--- src/rtl/light_pkg.sv ---
// Shared definitions for the lamp brightness controller: level encoding and
// the level sequencing helper.
package light_pkg;

  localparam int unsigned STATE_W = 2;

  typedef enum logic [STATE_W-1:0] {
    ST_OFF  = 2'd0,
    ST_LOW  = 2'd1,
    ST_MID  = 2'd2,
    ST_HIGH = 2'd3
  } level_e;

  // Button sequence OFF -> LOW -> MID -> HIGH -> OFF.
  function automatic level_e next_level(input level_e cur);
    level_e nxt;
    case (cur)
      ST_OFF:  nxt = ST_LOW;
      ST_LOW:  nxt = ST_MID;
      ST_MID:  nxt = ST_HIGH;
      default: nxt = ST_OFF;
    endcase
    return nxt;
  endfunction

endpackage

--- src/rtl/light_pwm_controller_pwm_core.sv ---
// PWM engine: step counter advanced by ticks, shadow duty loaded at period
// wrap, and a registered compare output.
module pwm_core #(
  parameter int unsigned PWM_PERIOD = 10,
  parameter int unsigned CNT_W      = $clog2(PWM_PERIOD),
  parameter int unsigned DUTY_W     = $clog2(PWM_PERIOD + 1)
) (
  input  logic              i_clk,
  input  logic              i_reset,
  input  logic              i_tick,
  input  logic [DUTY_W-1:0] i_duty,
  output logic              o_pwm
);

  logic [CNT_W-1:0]  cnt_q,  cnt_d;
  logic [DUTY_W-1:0] duty_q, duty_d;
  logic              pwm_q,  pwm_d;

  // Duty only changes on the wrap tick so every period is whole.
  always_comb begin
    cnt_d  = cnt_q;
    duty_d = duty_q;
    if (i_tick) begin
      if (cnt_q == CNT_W'(PWM_PERIOD - 1)) begin
        cnt_d  = '0;
        duty_d = i_duty;
      end else begin
        cnt_d = cnt_q + CNT_W'(1);
      end
    end
    // Compare against the post-edge values so a full duty never drops at wrap.
    pwm_d = (DUTY_W'(cnt_d) < duty_d);
  end

  always_ff @(posedge i_clk or posedge i_reset) begin
    if (i_reset) begin
      cnt_q  <= '0;
      duty_q <= '0;
      pwm_q  <= 1'b0;
    end else begin
      cnt_q  <= cnt_d;
      duty_q <= duty_d;
      pwm_q  <= pwm_d;
    end
  end

  assign o_pwm = pwm_q;

endmodule

--- src/rtl/light_pwm_controller.sv ---
// Lamp brightness controller: synchronises the step clock and button, steps a
// four-level FSM on button presses and drives the lamp through pwm_core.
module light_pwm_controller
  import light_pkg::*;
#(
  parameter int unsigned PWM_PERIOD = 10,
  parameter int unsigned DUTY_LOW   = 2,
  parameter int unsigned DUTY_MID   = 5,
  parameter int unsigned DUTY_HIGH  = 10
) (
  input  logic               i_clk,
  input  logic               i_reset,
  input  logic               i_step_clk,
  input  logic               i_btn,
  output logic               o_pwm,
  output logic [STATE_W-1:0] o_state
);

  localparam int unsigned DUTY_W = $clog2(PWM_PERIOD + 1);

  if (PWM_PERIOD < 2 || DUTY_LOW > PWM_PERIOD || DUTY_MID > PWM_PERIOD ||
      DUTY_HIGH > PWM_PERIOD) begin : g_param_err
    $error("light_pwm_controller: illegal PWM_PERIOD/DUTY_* combination");
  end

  logic [1:0] step_sync_q, step_sync_d;
  logic [1:0] btn_sync_q,  btn_sync_d;
  logic       step_hist_q, step_hist_d;
  logic       btn_hist_q,  btn_hist_d;
  level_e     state_q,     state_d;
  logic       step_tick_c;
  logic       btn_press_c;
  logic [DUTY_W-1:0] duty_c;

  // Two-flop synchronisers followed by rising-edge history flops.
  always_comb begin
    step_sync_d = {step_sync_q[0], i_step_clk};
    btn_sync_d  = {btn_sync_q[0], i_btn};
    step_hist_d = step_sync_q[1];
    btn_hist_d  = btn_sync_q[1];
    step_tick_c = step_sync_q[1] & ~step_hist_q;
    btn_press_c = btn_sync_q[1] & ~btn_hist_q;
  end

  always_comb begin
    state_d = state_q;
    if (btn_press_c) begin
      state_d = next_level(state_q);
    end
  end

  // Duty follows the registered level; pwm_core only samples it at wrap.
  always_comb begin
    duty_c = '0;
    case (state_q)
      ST_LOW:  duty_c = DUTY_W'(DUTY_LOW);
      ST_MID:  duty_c = DUTY_W'(DUTY_MID);
      ST_HIGH: duty_c = DUTY_W'(DUTY_HIGH);
      default: duty_c = '0;
    endcase
  end

  always_ff @(posedge i_clk or posedge i_reset) begin
    if (i_reset) begin
      step_sync_q <= '0;
      btn_sync_q  <= '0;
      step_hist_q <= 1'b0;
      btn_hist_q  <= 1'b0;
      state_q     <= ST_OFF;
    end else begin
      step_sync_q <= step_sync_d;
      btn_sync_q  <= btn_sync_d;
      step_hist_q <= step_hist_d;
      btn_hist_q  <= btn_hist_d;
      state_q     <= state_d;
    end
  end

  pwm_core #(
    .PWM_PERIOD (PWM_PERIOD)
  ) u_pwm_core (
    .i_clk   (i_clk),
    .i_reset (i_reset),
    .i_tick  (step_tick_c),
    .i_duty  (duty_c),
    .o_pwm   (o_pwm)
  );

  assign o_state = state_q;

endmodule

--- config.mk ---
export PLATFORM = sky130hd
export DESIGN_NAME = light_pwm_controller
export DESIGN_NICKNAME = d
export VERILOG_FILES = /design/src/rtl/light_pkg.sv /design/src/rtl/light_pwm_controller_pwm_core.sv /design/src/rtl/light_pwm_controller.sv
export SDC_FILE = /design/constraint.sdc
export NUM_CORES = 1
export LEC_CHECK = 0
export ABC_CLOCK_PERIOD_IN_PS = 2300
export BUFFER_PORTS_ARGS = -buffer_cell sky130_fd_sc_hd__buf_2
export CAP_MARGIN = 25
export CORE_MARGIN = 2
export CORE_UTILIZATION = 40
export CTS_BUF_LIST = sky130_fd_sc_hd__clkbuf_4 sky130_fd_sc_hd__clkbuf_8
export CTS_CLUSTER_SIZE = 12
export DETAILED_ROUTE_END_ITERATION = 10
export SYNTH_ARGS = -nofsm -noshare
export SYNTH_HDL_FRONTEND = slang
export SYNTH_SLANG_ARGS = --single-unit
--- constraint.sdc ---
create_clock -name i_clk -period 2.3 [get_ports i_clk]
set_clock_uncertainty 0.05 [all_clocks]
set_input_delay 0.46 -clock i_clk [delete_from_list [all_inputs] [get_ports i_clk]]
set_output_delay 0.46 -clock i_clk [all_outputs]
set_load 0.05 [all_outputs]
# Word level (Yosys, flattened, before mapping)
# Cells that the tools add are included.
dict set report op_classes {
  n_mux 6
  magnitude_cmp 1
  reduce_logical 1
  n_eq_ne 4
  bitwise_logic 4
  add_sub_neg 1
}
# cell n
set ops {}
lappend ops {{two-way mux 4 bit} 4}
lappend ops {{one-hot mux 4 bit (3 select lines)} 1}
lappend ops {{one-hot mux 2 bit (3 select lines)} 1}
lappend ops {{adder 4 x 1 -> 4 bit (second input constant)} 1}
lappend ops {{equality test 2 bit (second input constant)} 2}
lappend ops {{equality test 4 bit (second input constant)} 1}
lappend ops {{< comparator 4 bit} 1}
lappend ops {{bitwise AND 1 bit} 2}
lappend ops {{equality test 2 x 1 -> 1 bit (second input constant)} 1}
lappend ops {{logical NOT 2 bit} 1}
lappend ops {{NOT 1 bit} 2}
dict set report totals {
  reg_bits 17
  word_cells 25
  out_inout_bits 3
}

# Logic depth before layout (Yosys ltp)
dict set report depth {
  ltp_word 5
  mapped_depth 9
  depth_no_buf 9
}

# Cells and area by module
# From an unflattened synthesis, not the netlist that was laid out.
dict set report hier_totals {
  hier_cells 75
  area_unflattened_um2 824.5
}
# mod area_each_um2 cells_each seq_area_each_um2 n_inst
set by_module_without_submodules {}
lappend by_module_without_submodules {pwm_core 506.7 53 225.2 1}
lappend by_module_without_submodules {light_pwm_controller 317.8 22 200.2 1}

# Least setup slack after synthesis
# OpenSTA, ideal clock, no wires.
dict set report synth_timing {
  path_type {register to register}
  from {reg u_pwm_core.cnt_q[1]}
  to {reg u_pwm_core.pwm_q (netlist: u_pwm_core.o_pwm)}
  stages_incl_launch_ff 10
  n_path_buf 0
  path_slack_ns -0.101
  arrival_ns 2.264
  required_time_ns 2.163
  cell_sequence {dfrtp_1 -> inv_1 -> ha_1 -> nand3b_2 -> nor2_2 -> a21boi_0 -> ha_1 -> or3_1 -> or4b_1 -> o211ai_1}
}
dict set report synth_between {
  elab_chain_len 4
  elab_cells_between_ends 7
  cone_classes {add/sub: 1; order compare: 1; eq/ne: 1; mux: 4}
}
# item line_no
set synth_lines {}
lappend synth_lines {{start, declared} light_pwm_controller_pwm_core.sv:15} ;# logic [CNT_W-1:0] cnt_q, cnt_d;
lappend synth_lines {{start signal, assigned} light_pwm_controller_pwm_core.sv:41} ;# cnt_q <= cnt_d;
lappend synth_lines {{adder 4 x 1 -> 4 bit or equality test 4 bit (tied branches)} {light_pwm_controller_pwm_core.sv:28, light_pwm_controller_pwm_core.sv:24}}
lappend synth_lines {{two-way mux 4 bit} light_pwm_controller_pwm_core.sv:24} ;# if (cnt_q == CNT_W'(PWM_PERIOD - 1)) begin
lappend synth_lines {{two-way mux 4 bit} light_pwm_controller_pwm_core.sv:23} ;# if (i_tick) begin
lappend synth_lines {{< comparator 4 bit (*)} light_pwm_controller_pwm_core.sv:32} ;# pwm_d = (DUTY_W'(cnt_d) < duty_d);
lappend synth_lines {{via u_pwm_core.pwm_d} light_pwm_controller_pwm_core.sv:17} ;# logic pwm_q, pwm_d;
lappend synth_lines {{end signal, assigned} light_pwm_controller_pwm_core.sv:43} ;# pwm_q <= pwm_d;
lappend synth_lines {{end, declared} light_pwm_controller_pwm_core.sv:17}
# Mark *: on every way through the listed nets, which the timed path passes. The rest lies on a longest branch.
# A chain may end at the register's enable or synchronous reset.

# Worst setup path after layout
dict set report layout_timing {
  from {reg u_pwm_core.cnt_q[0]}
  to {reg u_pwm_core.pwm_q (netlist: u_pwm_core.o_pwm)}
}
dict set report layout_between {
  elab_chain_len 4
  elab_cells_between_ends 7
  cone_classes {add/sub: 1; order compare: 1; eq/ne: 1; mux: 4}
}
# item line_no
set layout_lines {}
lappend layout_lines {{adder 4 x 1 -> 4 bit or equality test 4 bit (tied branches)} {light_pwm_controller_pwm_core.sv:28, light_pwm_controller_pwm_core.sv:24}}
lappend layout_lines {{two-way mux 4 bit (*)} light_pwm_controller_pwm_core.sv:24}
lappend layout_lines {{two-way mux 4 bit (*)} light_pwm_controller_pwm_core.sv:23}
lappend layout_lines {{via u_pwm_core.cnt_d[3]} light_pwm_controller_pwm_core.sv:15}
lappend layout_lines {{< comparator 4 bit (*)} light_pwm_controller_pwm_core.sv:32}
lappend layout_lines {{via u_pwm_core.pwm_d} light_pwm_controller_pwm_core.sv:17}
# Marks and branches as above.

==> results.toml <==
[timing]
fin_ws_ns = -0.003979
hold_viol = 0
slew_headroom_pct = 58.68
rsz0062_at_grt = "true"
min_period_ns = 2.304
setup_viol = 1
timing.setup.tns_ns = -0.003979
worstMarginPinSlew_ns = 0.6191
max_freq_ghz = 0.4340
final_max_slew_viol_count = 0
holdWs_ns = 0.1843
period_share_pct = 100.2

[finish]
antennaDiodeCount = 0
n_fill_cell = 181
seq_area_um2 = 429.2
final_area_mm2 = 0.001095
syn2layout_area_growth_pct = 27.18
nNetsFinal = 111
final_common_cell = "dfrtp_1"
multiInputGateArea_um2 = 461.7
drive_above_1_share_pct = 44.21
layout_common_cells = "dfrtp_1 (14), buf_4 (13), ha_1 (8)"

[routing]
vias = 581
wl_per_cell_um = 11.29
avgViaCountPerCell = 4.762
drc = 0
initialDrtViolationCount = 2
ant_nets = 0
first_pass_iters = 4
drt_wl_total_um = 1377

[clock_tree]
clk_pin_slew_ns = 0.10
cts_buffers = 3
cts_buffer_depth = 2
cts-htree-levels = 1
cts_sinks = 17
tritoncts = "done"
hold_buffers = 0
cts_root_buf = "clkbuf_4"
insertion_delay_ns = 0.28

[floorplanning]
start_util_pct = 43.00
die_w_um = 50.39
die_area_mm2 = 0.002539
ioPinCount = 7
coreArea_mm2 = 0.002002
num_rows = 16
die_y_um = 50.39

[global_route]
grt_use_total_pct = 12.93
grt_pass1_vias = 624
antenna_found_initial = 0
grt_pass1_wl_um = 2525
grt_max_degree = 18
grt_remaining_overflow = 0

[yosys]
yosys.area.top_type = "dfrtp_1"
synth_area_leaders = "dfrtp_1 (49%), ha_1 (16%), mux2_2 (5.2%)"
synth_top_area_share_pct = 49.42
yosys_most_used_dff = "dfrtp_1"
syn_area_um2 = 860.8
synth-edff-count = 0
ys_warn_count = 0
synthCells = 72
ys_seq_area_share_pct = 49.42
synth_cell_type_count = 25
syn_nets = 87
syn_avg_cell_area_um2 = 11.96
async_flop_share_pct = 100.0
synth-seq-cells = 17

[placed_design]
io_buffers = 6
dp_hpwl_um = 1019
placed_area_mm2 = 0.001001
gp_congestion = 0.7525

[power]
p_per_area_mw_per_mm2 = 1194
leakage_nw = 0.5158
irDropWorstVdd_uv = 554.7

[critical_path]
crit_path_end_kind = "register"
crit_path_top_delay_cell = "or4b_1"
crit_family = "simple AND/OR/NAND/NOR gates"
critical_path_required_ns = 2.45
crit_path_max_incr_delay_ns = 0.47
critical_path.cell_chain = "nand2_1, mux2_4, a22o_1, ha_2, or3_1, or4b_1, o211ai_1"
crit_fanout = 4
start_kind = "register"
criticalPathCategory = "reg2reg"
crit_buf_inv = 0
worstPathArrival_ns = 2.46

[job]
maxCapViolations = 0

[status]
violations = "negative setup slack"
status = "finished, violations left"

[min_path]
hold_path.class = "in2async"
[timing repair]
action                     CTS  global route
pin swaps                    8             1
setup endpoints to repair    1             1
gates resized for setup      8             2
buffers inserted             4             1
[per-layer routing]
metal  up-vias  part of all wire, %  global-route usage [%]
li1        300                    -                       -
met5         -                    0                       0
met2         6                   47                   21.93
met1       273                   50                   16.09
met4         0                  1.0                   5.856
met3         2                  1.7                   2.083
[synthesized netlist by cell type (all sizes together) (2+ instances only)]
cell type	instances
nand2b	3
dfrtp	17
mux2	4
nand3b	3
inv	4
o21ai	7
nand2	5
ha	11
nor2	3
mux2i	2
[logic make-up (layout without fill, tap and decap cells)]
group / after synthesis / count (layout) / share of synthesized area [%]
AO/OA/AOI/OAI: 13 / 13 / 9.739
XOR/XNOR: 1 / 1 / 1.018
adder cells (fa/ha/maj): 11 / 11 / 15.99
buffers and inverters: 4 / 27 / 1.744
flip-flops: 17 / 17 / 49.42
multiplexers: 6 / 6 / 7.558
AND/OR/NAND/NOR: 20 / 20 / 14.54
[layout make-up]
type | instances | area share, %
multi-input cells | 51 | 42.17
flip-flops and latches | 17 | 39.20
repair buffers | 19 | 11.66
well taps | 27 | 3.086
clock buffers | 3 | 2.057
inverters | 4 | 1.371
clock inverters | 1 | 0.4571
[through the flow]
step | power (mW) | utilization [%] | instances | worst slack [ns]
CTS | 1.298 | 54.06 | 121 | -0.01466
detailed placement | 1.062 | 50.00 | 113 | -0.1135
global placement | 1.049 | 50.00 | 113 | -0.1046
finish | 1.307 | 54.69 | 122 | -0.003979
global route | 1.426 | 54.69 | 122 | -0.09723
floorplan | 0.8917 | - | 72 | 0.005784
[state kept, by name, summed over array words and instances, names as in the netlist]
| name | flops |
|---|---|
| u_pwm_core.cnt_q | 4 |
| u_pwm_core.duty_q | 4 |
| btn_sync_q | 2 |
| o_state | 2 |
| step_sync_q | 2 |
| btn_hist_q | 1 |
| step_hist_q | 1 |
| u_pwm_core.o_pwm | 1 |
[final timing paths]
kind	from	end	slack, ns	cells after the start
max in group asynchronous	i_reset	o_state[0]$_DFFE_PP0P_	1.58	2
max reg2reg	u_pwm_core.cnt_q[0]$_DFF_PP0_	u_pwm_core.o_pwm$_DFF_PP0_	-0.004	7
max	u_pwm_core.cnt_q[0]$_DFF_PP0_	u_pwm_core.o_pwm$_DFF_PP0_	-0.004	7
min reg2reg	step_sync_q[0]$_DFF_PP0_	step_sync_q[1]$_DFF_PP0_	0.31	0
min in group i_clk	i_btn	btn_sync_q[0]$_DFF_PP0_	0.22	1
min	i_reset	step_sync_q[0]$_DFF_PP0_	0.18	2
[where the power goes]
group | total (mW) | internal (mW) | switching, mW
Combinational | 0.681 | 0.342 | 0.339
Clock | 0.154 | 0.0645 | 0.0894
Sequential | 0.473 | 0.392 | 0.0805
Note: power is estimated with default switching activity, not from simulation.
